## src/rtl/led_pwm_array.sv

```systemverilog
// Multi-channel LED driver: a shared prescaler and phase counter feed
// per-channel OFF / ON / PWM / BLINK output logic. Channels are
// configured one at a time through a valid/ready write port that
// accepts at most one write every two cycles.
module led_pwm_array #(
  parameter int CH_W  = 2,
  parameter int CNT_W = 8,
  parameter int DIV   = 4
) (
  input  logic                 clk,
  input  logic                 rst,
  input  logic                 cfg_valid,
  output logic                 cfg_ready,
  input  logic [CH_W-1:0]      cfg_ch,
  input  logic [1:0]           cfg_mode,
  input  logic [CNT_W-1:0]     cfg_duty,
  output logic [(2**CH_W)-1:0] led,
  output logic                 tick
);

  localparam int CH = 2 ** CH_W;
  // A divide-by-1 prescaler still needs a one-bit counter to stay legal.
  localparam int PW = (DIV > 1) ? $clog2(DIV) : 1;
  localparam logic [PW-1:0]    PRE_LAST = PW'(DIV - 1);
  localparam logic [CNT_W-1:0] CNT_LAST = '1;

  typedef enum logic [1:0] {
    MODE_OFF   = 2'b00,
    MODE_ON    = 2'b01,
    MODE_PWM   = 2'b10,
    MODE_BLINK = 2'b11
  } mode_e;

  typedef enum logic {
    ST_IDLE  = 1'b0,
    ST_APPLY = 1'b1
  } state_e;

  logic [PW-1:0]    presc_reg;
  logic [CNT_W-1:0] pwm_cnt_reg;
  state_e           state_reg;
  logic             cfg_ready_reg;
  logic             tick_int;
  logic             wrap_int;
  logic             accept;

  assign tick_int  = (presc_reg == PRE_LAST);
  // With DIV=1 the count already sits at its last value during reset, so
  // the strobe is masked while rst is high to keep it quiet in reset.
  assign tick      = tick_int & ~rst;
  // End of a full PWM period: the edge where the phase counter wraps.
  assign wrap_int  = tick_int && (pwm_cnt_reg == CNT_LAST);
  assign accept    = cfg_valid && (state_reg == ST_IDLE);
  assign cfg_ready = cfg_ready_reg;

  // Prescaler: free-running 0..DIV-1 count, wraps on the strobe cycle.
  always_ff @(posedge clk or posedge rst) begin
    if (rst) begin
      presc_reg <= '0;
    end else if (tick_int) begin
      presc_reg <= '0;
    end else begin
      presc_reg <= presc_reg + 1'b1;
    end
  end

  // Shared PWM phase counter, advances once per prescaler strobe.
  always_ff @(posedge clk or posedge rst) begin
    if (rst) begin
      pwm_cnt_reg <= '0;
    end else if (tick_int) begin
      pwm_cnt_reg <= pwm_cnt_reg + 1'b1;
    end
  end

  // Config handshake FSM: one accepted write, then one dead cycle.
  always_ff @(posedge clk or posedge rst) begin
    if (rst) begin
      state_reg     <= ST_IDLE;
      cfg_ready_reg <= 1'b1;
    end else begin
      case (state_reg)
        ST_IDLE: begin
          if (cfg_valid) begin
            state_reg     <= ST_APPLY;
            cfg_ready_reg <= 1'b0;
          end
        end
        ST_APPLY: begin
          state_reg     <= ST_IDLE;
          cfg_ready_reg <= 1'b1;
        end
        default: begin
          state_reg     <= ST_IDLE;
          cfg_ready_reg <= 1'b1;
        end
      endcase
    end
  end

  for (genvar gi = 0; gi < CH; gi++) begin : g_ch
    mode_e            mode_reg;
    logic [CNT_W-1:0] duty_reg;
    logic             blink_reg;
    logic             led_reg;
    logic             sel;

    assign sel     = accept && (cfg_ch == CH_W'(gi));
    assign led[gi] = led_reg;

    // Channel configuration, loaded only by a write addressed here.
    always_ff @(posedge clk or posedge rst) begin
      if (rst) begin
        mode_reg <= MODE_OFF;
        duty_reg <= '0;
      end else if (sel) begin
        mode_reg <= mode_e'(cfg_mode);
        duty_reg <= cfg_duty;
      end
    end

    // Blink phase: restarts in the off phase on every write to this
    // channel, otherwise flips once per full PWM period in BLINK mode.
    always_ff @(posedge clk or posedge rst) begin
      if (rst) begin
        blink_reg <= 1'b0;
      end else if (sel) begin
        blink_reg <= 1'b0;
      end else if ((mode_reg == MODE_BLINK) && wrap_int) begin
        blink_reg <= ~blink_reg;
      end
    end

    // Registered LED drive derived from the current channel state.
    always_ff @(posedge clk or posedge rst) begin
      if (rst) begin
        led_reg <= 1'b0;
      end else begin
        case (mode_reg)
          MODE_OFF:   led_reg <= 1'b0;
          MODE_ON:    led_reg <= 1'b1;
          MODE_PWM:   led_reg <= (pwm_cnt_reg < duty_reg);
          MODE_BLINK: led_reg <= blink_reg;
          default:    led_reg <= 1'b0;
        endcase
      end
    end
  end

endmodule

```

## config.mk

```make
export PLATFORM = sky130hd
export DESIGN_NAME = led_pwm_array
export DESIGN_NICKNAME = d
export VERILOG_FILES = /design/src/rtl/led_pwm_array.sv
export SDC_FILE = /design/constraint.sdc
export NUM_CORES = 1
export LEC_CHECK = 0
export CORE_ASPECT_RATIO = 2
export CORE_MARGIN = 3
export CORE_UTILIZATION = 50
export CTS_CLUSTER_SIZE = 25
export DETAILED_ROUTE_END_ITERATION = 12
export PLACE_DENSITY = 0.72
export SETUP_SLACK_MARGIN = 0.2
export SLEW_MARGIN = 20
export SYNTH_ARGS = -nofsm -noshare
export SYNTH_HDL_FRONTEND = slang
export SYNTH_SLANG_ARGS = --single-unit
```

## constraint.sdc

```tcl
create_clock -name clk -period 1.69 [get_ports clk]
set_input_delay 0.338 -clock clk [delete_from_list [all_inputs] [get_ports clk]]
set_output_delay 0.338 -clock clk [all_outputs]
set_load 0.005 [all_outputs]
```

* Word-level counts from Yosys, hierarchy flattened *
Cells that the tools add are included.

cells by class
  $add $sub $neg = 2
  multiply operators = 0
  divide/modulo/power cells = 0
  order comparisons = 4
  eq/ne operators = 18
  shifts and indexed selects = 0
  muxes and demuxes = 17
  bitwise logic cells = 7
  reductions and logical operators = 19

operators by type and width
  operator                                                         number
  8-bit < comparator                                               4
  2-bit == test, second input constant                             11
  1-bit one-hot mux with 4 select lines                            4
  2-bit by 1-bit == test with 1-bit output, second input constant  5
  1-bit logical AND                                                10
  2-bit zero test                                                  5
  1-bit two-way mux                                                10
  8-bit by 1-bit adder with 8-bit output, second input constant    1
  8-bit == test, second input constant                             1
  2-bit nonzero test                                               4
  1-bit inverter                                                   6
  1-bit one-hot mux with 2 select lines                            2
  2-bit by 1-bit adder with 2-bit output, second input constant    1
  2-bit two-way mux                                                1
  2-bit != test, second input constant                             1
  1-bit AND                                                        1

storage, ports and cells
  register bits = 60
  latch bits = 0
  bits in writable memories = 0
  memory bits (read-only) = 0
  input bits = 15
  output and inout port bits = 6
  logic and storage cells = 87
  memories = 0

* Depth between registers and ports, before layout *
Gate-level depths: netlist of the first run.

  depth in word-level cells = 5
  gate-level depth with buffers = 6
  gate-level depth less buffers = 6

* Least setup slack after synthesis of the first run *
Ideal clock, no wire load.

  kind = reg-to-reg
  start point = register pwm_cnt_reg[2]
  end point = register g_ch[1].led_reg
  library setup time = 0.083 ns
  arrival time = 1.435 ns
  data required time = 1.607 ns
  slack = 0.172 ns
  cell stages (with the launch flop) = 6
  path buffers = 0
  clock period less this slack = 1.518 ns
  cells stage by stage = dfrtp_1 > ha_1 > a211o_1 > a31oi_1 > o311ai_0 > o21ai_0

between the ends
  cells in the longest elaborated chain, start to end = 2

RTL lines
  element                                RTL line  text
  start: declaration                     40        logic [CNT_W-1:0] pwm_cnt_reg;
  start signal: assignment               72        pwm_cnt_reg <= pwm_cnt_reg + 1'b1;
  8-bit < comparator                     142       MODE_PWM: led_reg <= (pwm_cnt_reg < duty_reg);
  1-bit one-hot mux with 4 select lines  139       case (mode_reg)
  end signal: assignment                 142
  end signal: assignment                 143       MODE_BLINK: led_reg <= blink_reg;
  end: declaration                       105       logic led_reg;

No other way between the ends.
A chain may end at the register's enable or synchronous reset.

* Worst setup path after layout of the first run *
  start point = register pwm_cnt_reg[6]
  end point = register g_ch[0].led_reg

between the ends
  cells in the longest elaborated chain, start to end = 2

RTL lines
  element                                RTL line
  8-bit < comparator                     142
  1-bit one-hot mux with 4 select lines  139
  end signal: assignment                 142
  end signal: assignment                 143
  end: declaration                       105

No other way between the ends.

==> metrics.md, run 1 <==
| Metric | Value |
|---|---|
| Total Neg Setup Slack | `0 ns` |
| Synth top cells by count | `59 x dfrtp_1, 33 x inv_1, 30 x ha_1` |
| Clock-pin transition on the worst setup and hold timing paths | `~0.050 ns` |
| Number of global-route vias before repair | `between 2000 and 2500` |
| Worst Skew | `~0.0054 ns` |
| Worst-Margin Slew | `0.281 ns` |
| Starting Density | `52.7%` |
| Count leader, synth | `dfrtp_1` |
| FF-to-FF Start | `pwm_cnt_reg[6]` |
| Rows | `39` |
| Critical setup path kind | `reg2reg` |
| 1st-iter DRT viols | `54` |
| Crit path launch type | `register` |
| Crit. path cell count | `5` |
| Die width | `61.3 um` |
| Area contributors post-synth | `dfrtp_1 48%, ha_1 12%, mux2_2 8.5%` |
| Total grt overflow | `0` |
| Max Root-Sink Buffers | `2` |
| Worst-path maximum fanout | `5` |
| Most used DFF post-synth | `dfrtp_1` |
| Core ar. | `0.00581 sq mm` |
| CP bufs+invs | `1` |
| Total number of vias | `2216` |
| Multi-input logic area | `0.00158 sq mm` |
| Peak VDD IR | `0.000816 V` |
| Fin area | `0.00412 sq mm` |
| IO Count | `21` |
| Req. time, crit path | `1.94 ns` |
| Syn Std Cell Area | `slightly above 0.003 sq mm` |
| Port bufs | `20` |
| Status | `finished clean` |
| Mapped Nets | `around 320` |
| P_leak | `1.95 nW` |
| Max Cap Violations | `0` |
| Die ar. | `0.00715 sq mm` |
| Routed Antenna Nets | `0` |
| Yosys top cell area share | `48.3%` |
| Final number of setup-violating endpoints | `0` |
| Max-slew violations | `0` |
| Die H | `117 um` |
| Gpl congestion | `0.775` |
| Layout fillers | `400` |
| Post-synthesis register bit count | `60` |
| Register area share after synthesis | `about 50%` |
| Crit path largest cell delay | `0.49 ns` |
| Synth async-reset ratio | `100%` |
| Final Net Count | `approximately 370` |
| Ant. Diodes | `0` |
| RSZ-0062 raised after global routing | `yes` |
| H-tree levels | `3` |
| Final worst path period share | `92.5%` |
| Placed cell area | `0.00344 sq mm` |
| Post-synth EDFFs | `0` |
| First-pass GRT wire length | `12.0 mm` |
| Achievable Freq | `0.640 GHz` |
| Final count of hold timing violations | `0` |
| Seq. cell area | `0.00151 sq mm` |
| Hold buffer count at CTS | `0` |
| R2R depth | `5` |
| TritonCTS Buffers | `9` |
| Vias per cell | `5.61` |
| CP max-delay cell | `dfrtp_2` |
| Layout cells sized above 1 | `35.9%` |
| Slew HR | `between 80% and 90%` |
| Critical Path Sink Type | `register` |
| Synth warn | `0` |
| Initial antenna violation count | `0` |
| Worst-skew pair later-pin latency | `0.33 ns` |
| Pre-Repair DR Iteration Count | `4` |
| Clock period minus worst slack | `1.56 ns` |
| R2R Setup Slk | `about 0.13 ns` |
| Cell taking the most area after synthesis | `dfrtp_1` |
| Synthesis-to-finish area growth | `34.7%` |
| Worst path cell trace | `buf_12 > ha_4 > a21o_1 > a2111o_1 > o21ai_2` |
| DPL Wire Length | `4.86 mm` |
| Root Driver | `clkbuf_16` |
| Average size of a mapped cell | `roughly 11 sq um` |
| Drt wl/cell | `18.7 um` |
| CTS sink cnt | `60` |
| DRC | `0` |
| Worst hold path type | `in2async` |
| Count of cell types in the netlist | `37` |
| Critical Path AT | `1.81 ns` |
| Largest net degree at the start of global routing | `27` |
| PwrDens | `1070 mW/mm^2` |
| Drt total wl | `7.38 mm` |
| R2R Path End | `g_ch[0].led_reg` |
| GRT Overall Usage | `24.1%` |
| Largest register FFs | `32` |
| CP top delay family | `compound AO/OA/AOI/OAI gates` |
| Gate Count Post-Synth | `272` |
| CTS tree | `done` |
placed cells by master, fill, tap and decap left out, types with 4 or more instances in the layout:
| master | netlist | routed |
|---|---|---|
| dfrtp_2 | 0 | 8 |
| xnor2_1 | 6 | 6 |
| clkdlybuf4s50_1 | 0 | 13 |
| mux2_2 | 23 | 23 |
| o21ai_0 | 24 | 20 |
| inv_1 | 33 | 31 |
| xor2_1 | 5 | 5 |
| buf_6 | 1 | 8 |
| buf_4 | 6 | 25 |
| dfrtp_1 | 59 | 51 |
| ha_1 | 30 | 19 |
| dlymetal6s2s_1 | 0 | 4 |
| ha_4 | 0 | 10 |
| nand2_1 | 23 | 23 |
| nor2_1 | 10 | 8 |
| clkbuf_16 | 0 | 9 |
area by class of cell:
type / instances / share of cell area [%]
clock buffer: 15 / 6.74
inverter: 34 / 3.19
timing repair buffer: 56 / 13.1
clock inverter: 1 / 0.122
multi-input combinational: 168 / 38.2
sequential: 60 / 36.7
tap: 61 / 1.85
timing repair:
item	CTS	global route
gates cloned	0	1
resized for setup	39	24
setup endpoints to repair	18	43
endpoints found under the hold margin	0	0
setup buffers	11	5
pin swaps	22	13
report_power, final:
group,switching (mW),internal (mW),total [mW]
registers,0.124,1.69,1.82
clock network,0.597,1.11,1.71
logic,0.421,0.447,0.868
cell families after synthesis:
kind of cell | after synthesis | share of synthesized area [%]
buffers and inverters | 44 | 6.51
adders and majority gates | 30 | 12.3
xor gates and xnor gates | 11 | 3.15
DFF | 60 | 49.1
muxes | 25 | 9.45
AOI/OAI and AO/OA | 48 | 10.3
and+or+nand+nor | 54 | 9.17
worst max-delay path by stage:
stage	from	to
4_1_cts	presc_reg[0]	tick
3_3_place_gp	cfg_valid	g_ch[3].duty_reg[3]
3_5_place_dp	cfg_valid	g_ch[3].duty_reg[4]
6_report	pwm_cnt_reg[6]	g_ch[0].led_reg
5_1_grt	pwm_cnt_reg[6]	g_ch[0].led_reg
2_1_floorplan	pwm_cnt_reg[6]	g_ch[3].led_reg
through the flow:
step	utilization, %	power [mW]	hold WS, ns	worst slack, ns	instances
3_3_place_gp	59.2	2.55	0.415	-0.113	362
4_1_cts	69.0	4.39	0.341	0.0741	389
6_report	70.9	4.39	0.342	0.127	395
3_5_place_dp	59.2	2.59	0.424	-0.151	362
2_1_floorplan	-	2.34	0.403	0.218	272
5_1_grt	70.9	4.61	0.369	0.0742	395
metal layers:
metal | share of wire (%) | track usage, % | vias to the layer above
met1 | 36 | 26.0 | 1085
met2 | 56 | 40.9 | 56
met5 | 0 | 0 | -
met4 | 4.6 | 14.2 | 0
met3 | 3.4 | 6.08 | 26
li1 | - | - | 1049
Note: power is estimated with default switching activity, not from simulation.
==> run 2, diff against run 1 <==
--- a/config.mk
+++ b/config.mk
@@ -11,7 +11,6 @@
 export CTS_CLUSTER_SIZE = 25
 export DETAILED_ROUTE_END_ITERATION = 12
 export PLACE_DENSITY = 0.72
-export SETUP_SLACK_MARGIN = 0.2
 export SLEW_MARGIN = 20
 export SYNTH_ARGS = -nofsm -noshare
 export SYNTH_HDL_FRONTEND = slang
==> metrics.md, run 2 (synthesis results as in run 1) <==
| Metric | Value |
|---|---|
| Max Cap Violations | `0` |
| Number of global-route vias before repair | `2247` |
| Worst Skew | `~0.0074 ns` |
| Root Driver | `clkbuf_16` |
| CTS tree | `done` |
| DRC | `0` |
| Req. time, crit path | `just under 2 ns` |
| H-tree levels | `3` |
| Vias per cell | `5.71` |
| Multi-input logic area | `0.00138 sq mm` |
| Core ar. | `0.00581 sq mm` |
| Worst path cell trace | `ha_1 > or3b_2 > o2111ai_1 > a21oi_2 > o21ai_1` |
| Worst-skew pair later-pin latency | `0.33 ns` |
| Total number of vias | `2153` |
| Achievable Freq | `0.603 GHz` |
| Pre-Repair DR Iteration Count | `4` |
| Final Net Count | `357` |
| Peak VDD IR | `0.000826 V` |
| Layout fillers | `between 400 and 500` |
| Die ar. | `0.00715 sq mm` |
| Total grt overflow | `0` |
| NetSw | `roughly 1.1 mW` |
| R2R depth | `5` |
| Initial antenna violation count | `0` |
| R2R Path End | `g_ch[0].led_reg` |
| Pint | `3.15 mW` |
| Comb pwr share | `17.9%` |
| Clock-pin transition on the worst setup and hold timing paths | `0.05 ns` |
| GRT Overall Usage | `21.8%` |
| Largest register FFs | `32` |
| R2R Setup Slk | `just over 0.03 ns` |
| Seq. cell area | `about 0.0015 sq mm` |
| Status | `finished clean` |
| Clock period minus worst slack | `1.66 ns` |
| DPL Wire Length | `4.93 mm` |
| Switch share | `25.5%` |
| Routed Antenna Nets | `0` |
| Crit path launch type | `register` |
| Worst hold path type | `in2async` |
| Critical setup path kind | `reg2reg` |
| Max Root-Sink Buffers | `2` |
| Die width | `61.3 um` |
| Placed cells | `360` |
| Gpl congestion | `approximately 0.81` |
| Critical Path Sink Type | `register` |
| Crit path largest cell delay | `0.47 ns` |
| Layout cells sized above 1 | `22.8%` |
| Largest net degree at the start of global routing | `24` |
| Port bufs | `20` |
| Ant. Diodes | `0` |
| CTS sink cnt | `60` |
| Final count of hold timing violations | `0` |
| Worst-Margin Slew | `0.443 ns` |
| Non-Filler Instances | `approximately 380` |
| Worst-path maximum fanout | `8` |
| Flop pwr share | `42.9%` |
| PwrDens | `approximately 1100 mW/mm^2` |
| FF-to-FF Start | `pwm_cnt_reg[1]` |
| Slew HR | `between 70 and 80%` |
| Die H | `about 120 um` |
| Clk pwr share | `39.2%` |
| 1st-iter DRT viols | `82` |
| Max-slew violations | `0` |
| Final worst path period share | `a little over nine tenths` |
| Starting Density | `52.7%` |
| P_leak | `1.81 nW` |
| Total Neg Setup Slack | `0 ns` |
| Drt wl/cell | `about 17 um` |
| Most frequent standard cell in the layout excluding fill and tap cells | `dfrtp_1` |
| Rows | `39` |
| TritonCTS Buffers | `9` |
| First-pass GRT wire length | `~11 mm` |
| Most frequent cells in the layout | `58 x dfrtp_1, 32 x inv_1, 29 x ha_1` |
| Synthesis-to-finish area growth | `21.8%` |
| IO Count | `21` |
| Drt total wl | `6.54 mm` |
| CP max-delay cell | `dfrtp_2` |
| Critical Path AT | `roughly 1.9 ns` |
| Final number of setup-violating endpoints | `0` |
==> run 2: cell types whose count changed in the layout (fill, tap and decap cells not counted), moves of 5 or more <==
cell,before,now
ha_4,10,1
ha_1,19,29
buf_4,25,17
buf_6,8,0
dfrtp_2,8,1
clkdlybuf4s50_1,13,18
dfrtp_1,51,58
==> run 2: metrics by stage <==
stage / cell area [sq um] / utilization (%) / hold WS (ns) / worst slack, ns / power (mW)
2_1_floorplan: 3060 / - / 0.403 / 0.172 / 2.33
4_1_cts: 3720 / 64.0 / 0.403 / 0.0137 / 4.26
5_1_grt: 3730 / 64.2 / 0.448 / -0.0153 / 4.44
6_report: 3730 / 64.2 / 0.403 / 0.0309 / 4.23
3_3_place_gp: 3420 / 58.9 / 0.417 / -0.134 / 2.54
3_5_place_dp: 3420 / 58.9 / 0.426 / -0.177 / 2.58
==> run 2: cell type report <==
| type | count | share of cell area [%] |
|---|---|---|
| multi-input combinational | 168 | 37.0 |
| clock buffer | 13 | 6.98 |
| sequential | 60 | 40.4 |
| inverter | 34 | 3.53 |
| timing repair buffer | 39 | 9.81 |
| clock inverter | 2 | 0.269 |
| tap | 61 | 2.05 |
==> run 2: worst max path at each step <==
stage          slack (ns)  cells past startpoint             endpoint            from
6_report             0.03                      5      g_ch[0].led_reg  pwm_cnt_reg[1]
5_1_grt             -0.02                      5      g_ch[0].led_reg  pwm_cnt_reg[1]
4_1_cts              0.01                      6      g_ch[1].led_reg  pwm_cnt_reg[1]
3_5_place_dp        -0.18                      6  g_ch[2].mode_reg[0]       cfg_valid
3_3_place_gp        -0.13                      6  g_ch[2].duty_reg[4]       cfg_valid
2_1_floorplan        0.17                      5      g_ch[1].led_reg  pwm_cnt_reg[2]
==> run 2: per-layer routing <==
layer	share of wire, %	wire, um	vias up	global-route usage, %
met3	3.6	238	29	4.87
met2	54	3550	61	36.5
met1	36	2370	1050	23.7
met5	0	0	-	0
li1	-	-	1013	-
met4	5.8	380	0	13.7
==> run 2: power by group through the flow <==
stage	Clock, mW	Combinational (mW)	Sequential (mW)
finish	1.66	0.758	1.81
global route	1.73	0.881	1.84
global placement	0	0.720	1.82
CTS	1.69	0.757	1.81
floorplan	0	0.539	1.79
detailed placement	0	0.748	1.83
==> run 2: repair_timing <==
action | CTS | global route
endpoints found under the setup margin | 5 | 3
buffers inserted | 2 | 0
hold buffers | 0 | 0
pin swaps | 1 | 1
resized for setup | 7 | 5
==> run 2: worst max-delay path, delay by kind of cell, from the launching register on <==
kind / cells / cell delay (ns)
adders and majority gates: 1 / 0.23
AOI/OAI and AO/OA: 3 / 0.41
DFF: 1 / 0.47
and+or+nand+nor: 1 / 0.46
==> run 3, diff against run 2 <==
--- a/config.mk
+++ b/config.mk
@@ -6,11 +6,12 @@
 export NUM_CORES = 1
 export LEC_CHECK = 0
 export CORE_ASPECT_RATIO = 2
-export CORE_MARGIN = 3
+export CORE_MARGIN = 5
 export CORE_UTILIZATION = 50
 export CTS_CLUSTER_SIZE = 25
 export DETAILED_ROUTE_END_ITERATION = 12
 export PLACE_DENSITY = 0.72
+export SKIP_CTS_REPAIR_TIMING = 1
 export SLEW_MARGIN = 20
 export SYNTH_ARGS = -nofsm -noshare
 export SYNTH_HDL_FRONTEND = slang
==> metrics.md, run 3 (synthesis results as in run 1) <==
| Metric | Value |
|---|---|
| Port bufs | `20` |
| Total number of vias | `approximately 2100` |
| 1st-iter DRT viols | `59` |
| Final worst path period share | `between 90% and 100%` |
| Ant. Diodes | `0` |
| Max Cap Violations | `0` |
| Peak VDD IR | `0.000766 V` |
| Number of global-route vias before repair | `2173` |
| Req. time, crit path | `1.92 ns` |
| Starting Density | `50.9%` |
| PwrDens | `1130 mW/mm^2` |
| Final Net Count | `354` |
| TritonCTS Buffers | `9` |
| Achievable Freq | `0.610 GHz` |
| Non-Filler Instances | `376` |
| CTS tree | `done` |
| Worst-Margin Slew | `0.313 ns` |
| Largest net degree at the start of global routing | `61` |
| Clock period minus worst slack | `1.64 ns` |
| Post-Place Worst Slack | `-0.173 ns` |
| Initial antenna violation count | `0` |
| Layout cells sized above 1 | `21.7%` |
| Status | `finished clean` |
| First-pass GRT wire length | `10.5 mm` |
| Critical Path AT | `1.87 ns` |
| Largest register FFs | `32` |
| Clock-pin transition on the worst setup and hold timing paths | `0.05 ns` |
| Root Driver | `clkbuf_16` |
| Most frequent standard cell in the layout excluding fill and tap cells | `dfrtp_1` |
| Slew HR | `79.0%` |
| Final number of setup-violating endpoints | `0` |
| Die width | `65.3 um` |
| Drt total wl | `approximately 6.2 mm` |
| Rows | `40` |
| Core ar. | `0.00601 sq mm` |
| Gpl congestion | `0.866` |
| Pre-Repair DR Iteration Count | `4` |
| Worst Skew | `~0.0054 ns` |
| Final count of hold timing violations | `0` |
| Worst-path maximum fanout | `5` |
| Synthesis-to-finish area growth | `20.9%` |
| Critical setup path kind | `reg2reg` |
| Drt wl/cell | `16.4 um` |
| RSZ-0062 raised after global routing | `no` |
| Hold Slack | `0.484 ns` |
| Worst-skew pair later-pin latency | `0.33 ns` |
| Die H | `121 um` |
| Worst hold path type | `in2async` |
| H-tree levels | `3` |
| CTS sink cnt | `60` |
| Routed Antenna Nets | `0` |
| Placed cells | `360` |
| P_leak | `1.81 nW` |
| Max-slew violations | `0` |
| Total grt overflow | `0` |
| Worst setup margin | `~0.050 ns` |
| DPL Wire Length | `4.71 mm` |
| Crit path launch type | `register` |
| Die ar. | `0.00787 sq mm` |
| GRT Overall Usage | `18.3%` |
| Most frequent cells in the layout | `58 x dfrtp_1, 32 x inv_1, 29 x ha_1` |
| Max Root-Sink Buffers | `2` |
| DRC | `0` |
| IO Count | `21` |
| Critical Path Sink Type | `register` |
| Vias per cell | `5.49` |
run 3: cell types whose count changed in the layout (fill, tap and decap cells not counted), sizes merged:
cell	before	now
dlymetal6s2s	0	2
buf	19	16
dlygate4sd2	2	0
run 3: final timing paths:
path	slack, ns	to	cells past startpoint	start
worst max-delay path	0.05	g_ch[0].led_reg	4	pwm_cnt_reg[6]
worst min-delay path	0.48	pwm_cnt_reg[6]	3	rst
worst max register to register	0.05	g_ch[0].led_reg	4	pwm_cnt_reg[6]
worst min register to register	0.50	g_ch[2].duty_reg[7]	1	g_ch[2].duty_reg[7]
max in group asynchronous	0.91	cfg_ready	3	rst
min in group clk	0.50	g_ch[2].duty_reg[7]	1	g_ch[2].duty_reg[7]
run 3: power by group:
group | total (mW) | internal, mW | switching (mW) | leakage (nW)
combinational | 0.733 | 0.391 | 0.342 | 0.943
clock | 1.64 | 1.06 | 0.585 | 0.135
sequential | 1.81 | 1.69 | 0.119 | 0.732
run 3: cell type report:
type	instances	area [sq um]
clock inverter	2	10.0
multi-input combinational	168	1370
timing repair buffer	36	338
fill	506	2310
clock buffer	13	260
sequential	60	1500
tap	63	78.8
inverter	34	131
run 3: routing by layer:
layer,vias to the layer above,wire (um),global-route usage [%]
met1,1000,2350,19.7
li1,1004,-,-
met3,21,222,5.20
met5,-,0,0
met2,41,3260,30.2
met4,0,335,12.3
run 3: critical path, stage by stage (launching register included):
cell,delay (ns)
dfrtp_1,0.44
ha_1,0.34
a21o_1,0.18
a2111o_1,0.40
o21ai_1,0.18
run 3: per-stage QoR:
step	area [sq um]	TNS, ns	power (mW)	util (%)
2_1_floorplan	3060	0	2.33	-
3_3_place_gp	3390	-1.81	2.54	56.5
3_5_place_dp	3390	-3.19	2.57	56.5
4_1_cts	3660	-0.251	4.23	61.0
5_1_grt	3700	0	4.44	61.5
6_report	3700	0	4.18	61.5
==> variant, RTL diff (settings of run 1) <==
The parameter `DIV` goes from 4 to 8.
--- a/src/rtl/led_pwm_array.sv
+++ b/src/rtl/led_pwm_array.sv
@@ -5,7 +5,7 @@
 module led_pwm_array #(
   parameter int CH_W  = 2,
   parameter int CNT_W = 8,
-  parameter int DIV   = 4
+  parameter int DIV   = 8
 ) (
   input  logic                 clk,
   input  logic                 rst,
Formal check against the unedited RTL: not equivalent (a bounded check fails within 4 cycles, from zero or initial values and one cycle with rst high).
==> variant against run 1 <==
- final area up 2.7%
- sequential cell count up 1
- combinational power up 12%
- worst setup slack got worse by 60 ps
- critical path type is now reg -> out
- global-route usage rose by 0.12 points
- cell count up 1.3%
- core utilization shrank 0.50 points
- largest power group unchanged
- total power rose by 4.2%
- wire length is 3.3% higher
- area after synthesis up 1.2%
==> variant: results (changes against run 1) <==
| Metric | Value |
|---|---|
| Slew @ Worst Pin | `340 ps (was 281 ps)` |
| Sw power | `0.00120 W (was 0.00114 W)` |
| Pre-CTS setup slack | `-177 ps (was -151 ps)` |
| CP startpoint | `presc_reg[0]$_DFF_PP0_ (was pwm_cnt_reg[6]$_DFFE_PP0P_)` |
| Layout cells sized above 1 | `37.4% (was 35.9%)` |
| Cell Area, Placed | `3490 µm² (was 3440 µm²)` |
| Final nets | `378 (was 374)` |
| WL final | `7.62 mm (was 7.38 mm)` |
| Crit path max-delay cell type | `dfrtp_1 (was dfrtp_2)` |
| Top cell family by delay on the critical path | `flip-flops (was compound AO/OA/AOI/OAI gates)` |
| Clock network power share | `38.5% (was 38.9%)` |
| Vias | `2285 (was 2216)` |
| Outcome | `finished clean (unchanged)` |
| Peak VDD IR | `0.796 mV (was 0.816 mV)` |
| Crit-path max cell delay | `380 ps (was 490 ps)` |
| Routed wire length per instance | `19.1 µm (was 18.7 µm)` |
| Maximum fanout along the worst path | `2 (was 5)` |
| Final clock skew | `4.29 ps (was 5.37 ps)` |
| Cells after synthesis | `274 (was 272)` |
| GR Util met2 | `40.8% (was 40.9%)` |
| Post-synth net total | `320 (was 317)` |
| Largest cells by area after synthesis | `dfrtp_1 49%, ha_1 13%, mux2_2 8.4% (was dfrtp_1 48%, ha_1 12%, mux2_2 8.5%)` |
| First-pass GRT wire length | `12.1 mm (was 12.0 mm)` |
| Met3 usage | `6.81% (was 6.08%)` |
| Synth cell count leaders | `60 x dfrtp_1, 33 x inv_1, 31 x ha_1 (was 59 x dfrtp_1, 33 x inv_1, 30 x ha_1)` |
| Vias in the first global route | `2453 (was 2380)` |
[variant: final cells by class]
class,instances,area [µm²]
sequential,61,1540
multi-input combinational,169,1650
inverter,34,131
tap,63,78.8
clock buffer,16,292
fill,409,1780
timing repair buffer,57,548
[variant: cells by family after synthesis]
group / count (synthesis) / share of synthesized area, %
fa+ha+maj: 31 / 12.5
simple gates: 55 / 9.34
flops: 61 / 49.4
mux: 25 / 9.34
xor+xnor: 11 / 3.11
compound gates: 47 / 9.90
buf+inv: 44 / 6.43
[variant: path summary, 6_finish.rpt]
path | to | slack [ps]
max in group asynchronous | cfg_ready$_DFFE_PP1P_ | 830
worst min-delay path | g_ch[3].duty_reg[0]$_DFFE_PP0P_ | 490
worst max-delay path | tick | 70
worst min register to register | g_ch[3].duty_reg[0]$_DFFE_PP0P_ | 490
worst max register to register | g_ch[3].led_reg$_DFF_PP0_ | 110
min in group asynchronous | presc_reg[0]$_DFF_PP0_ | 520
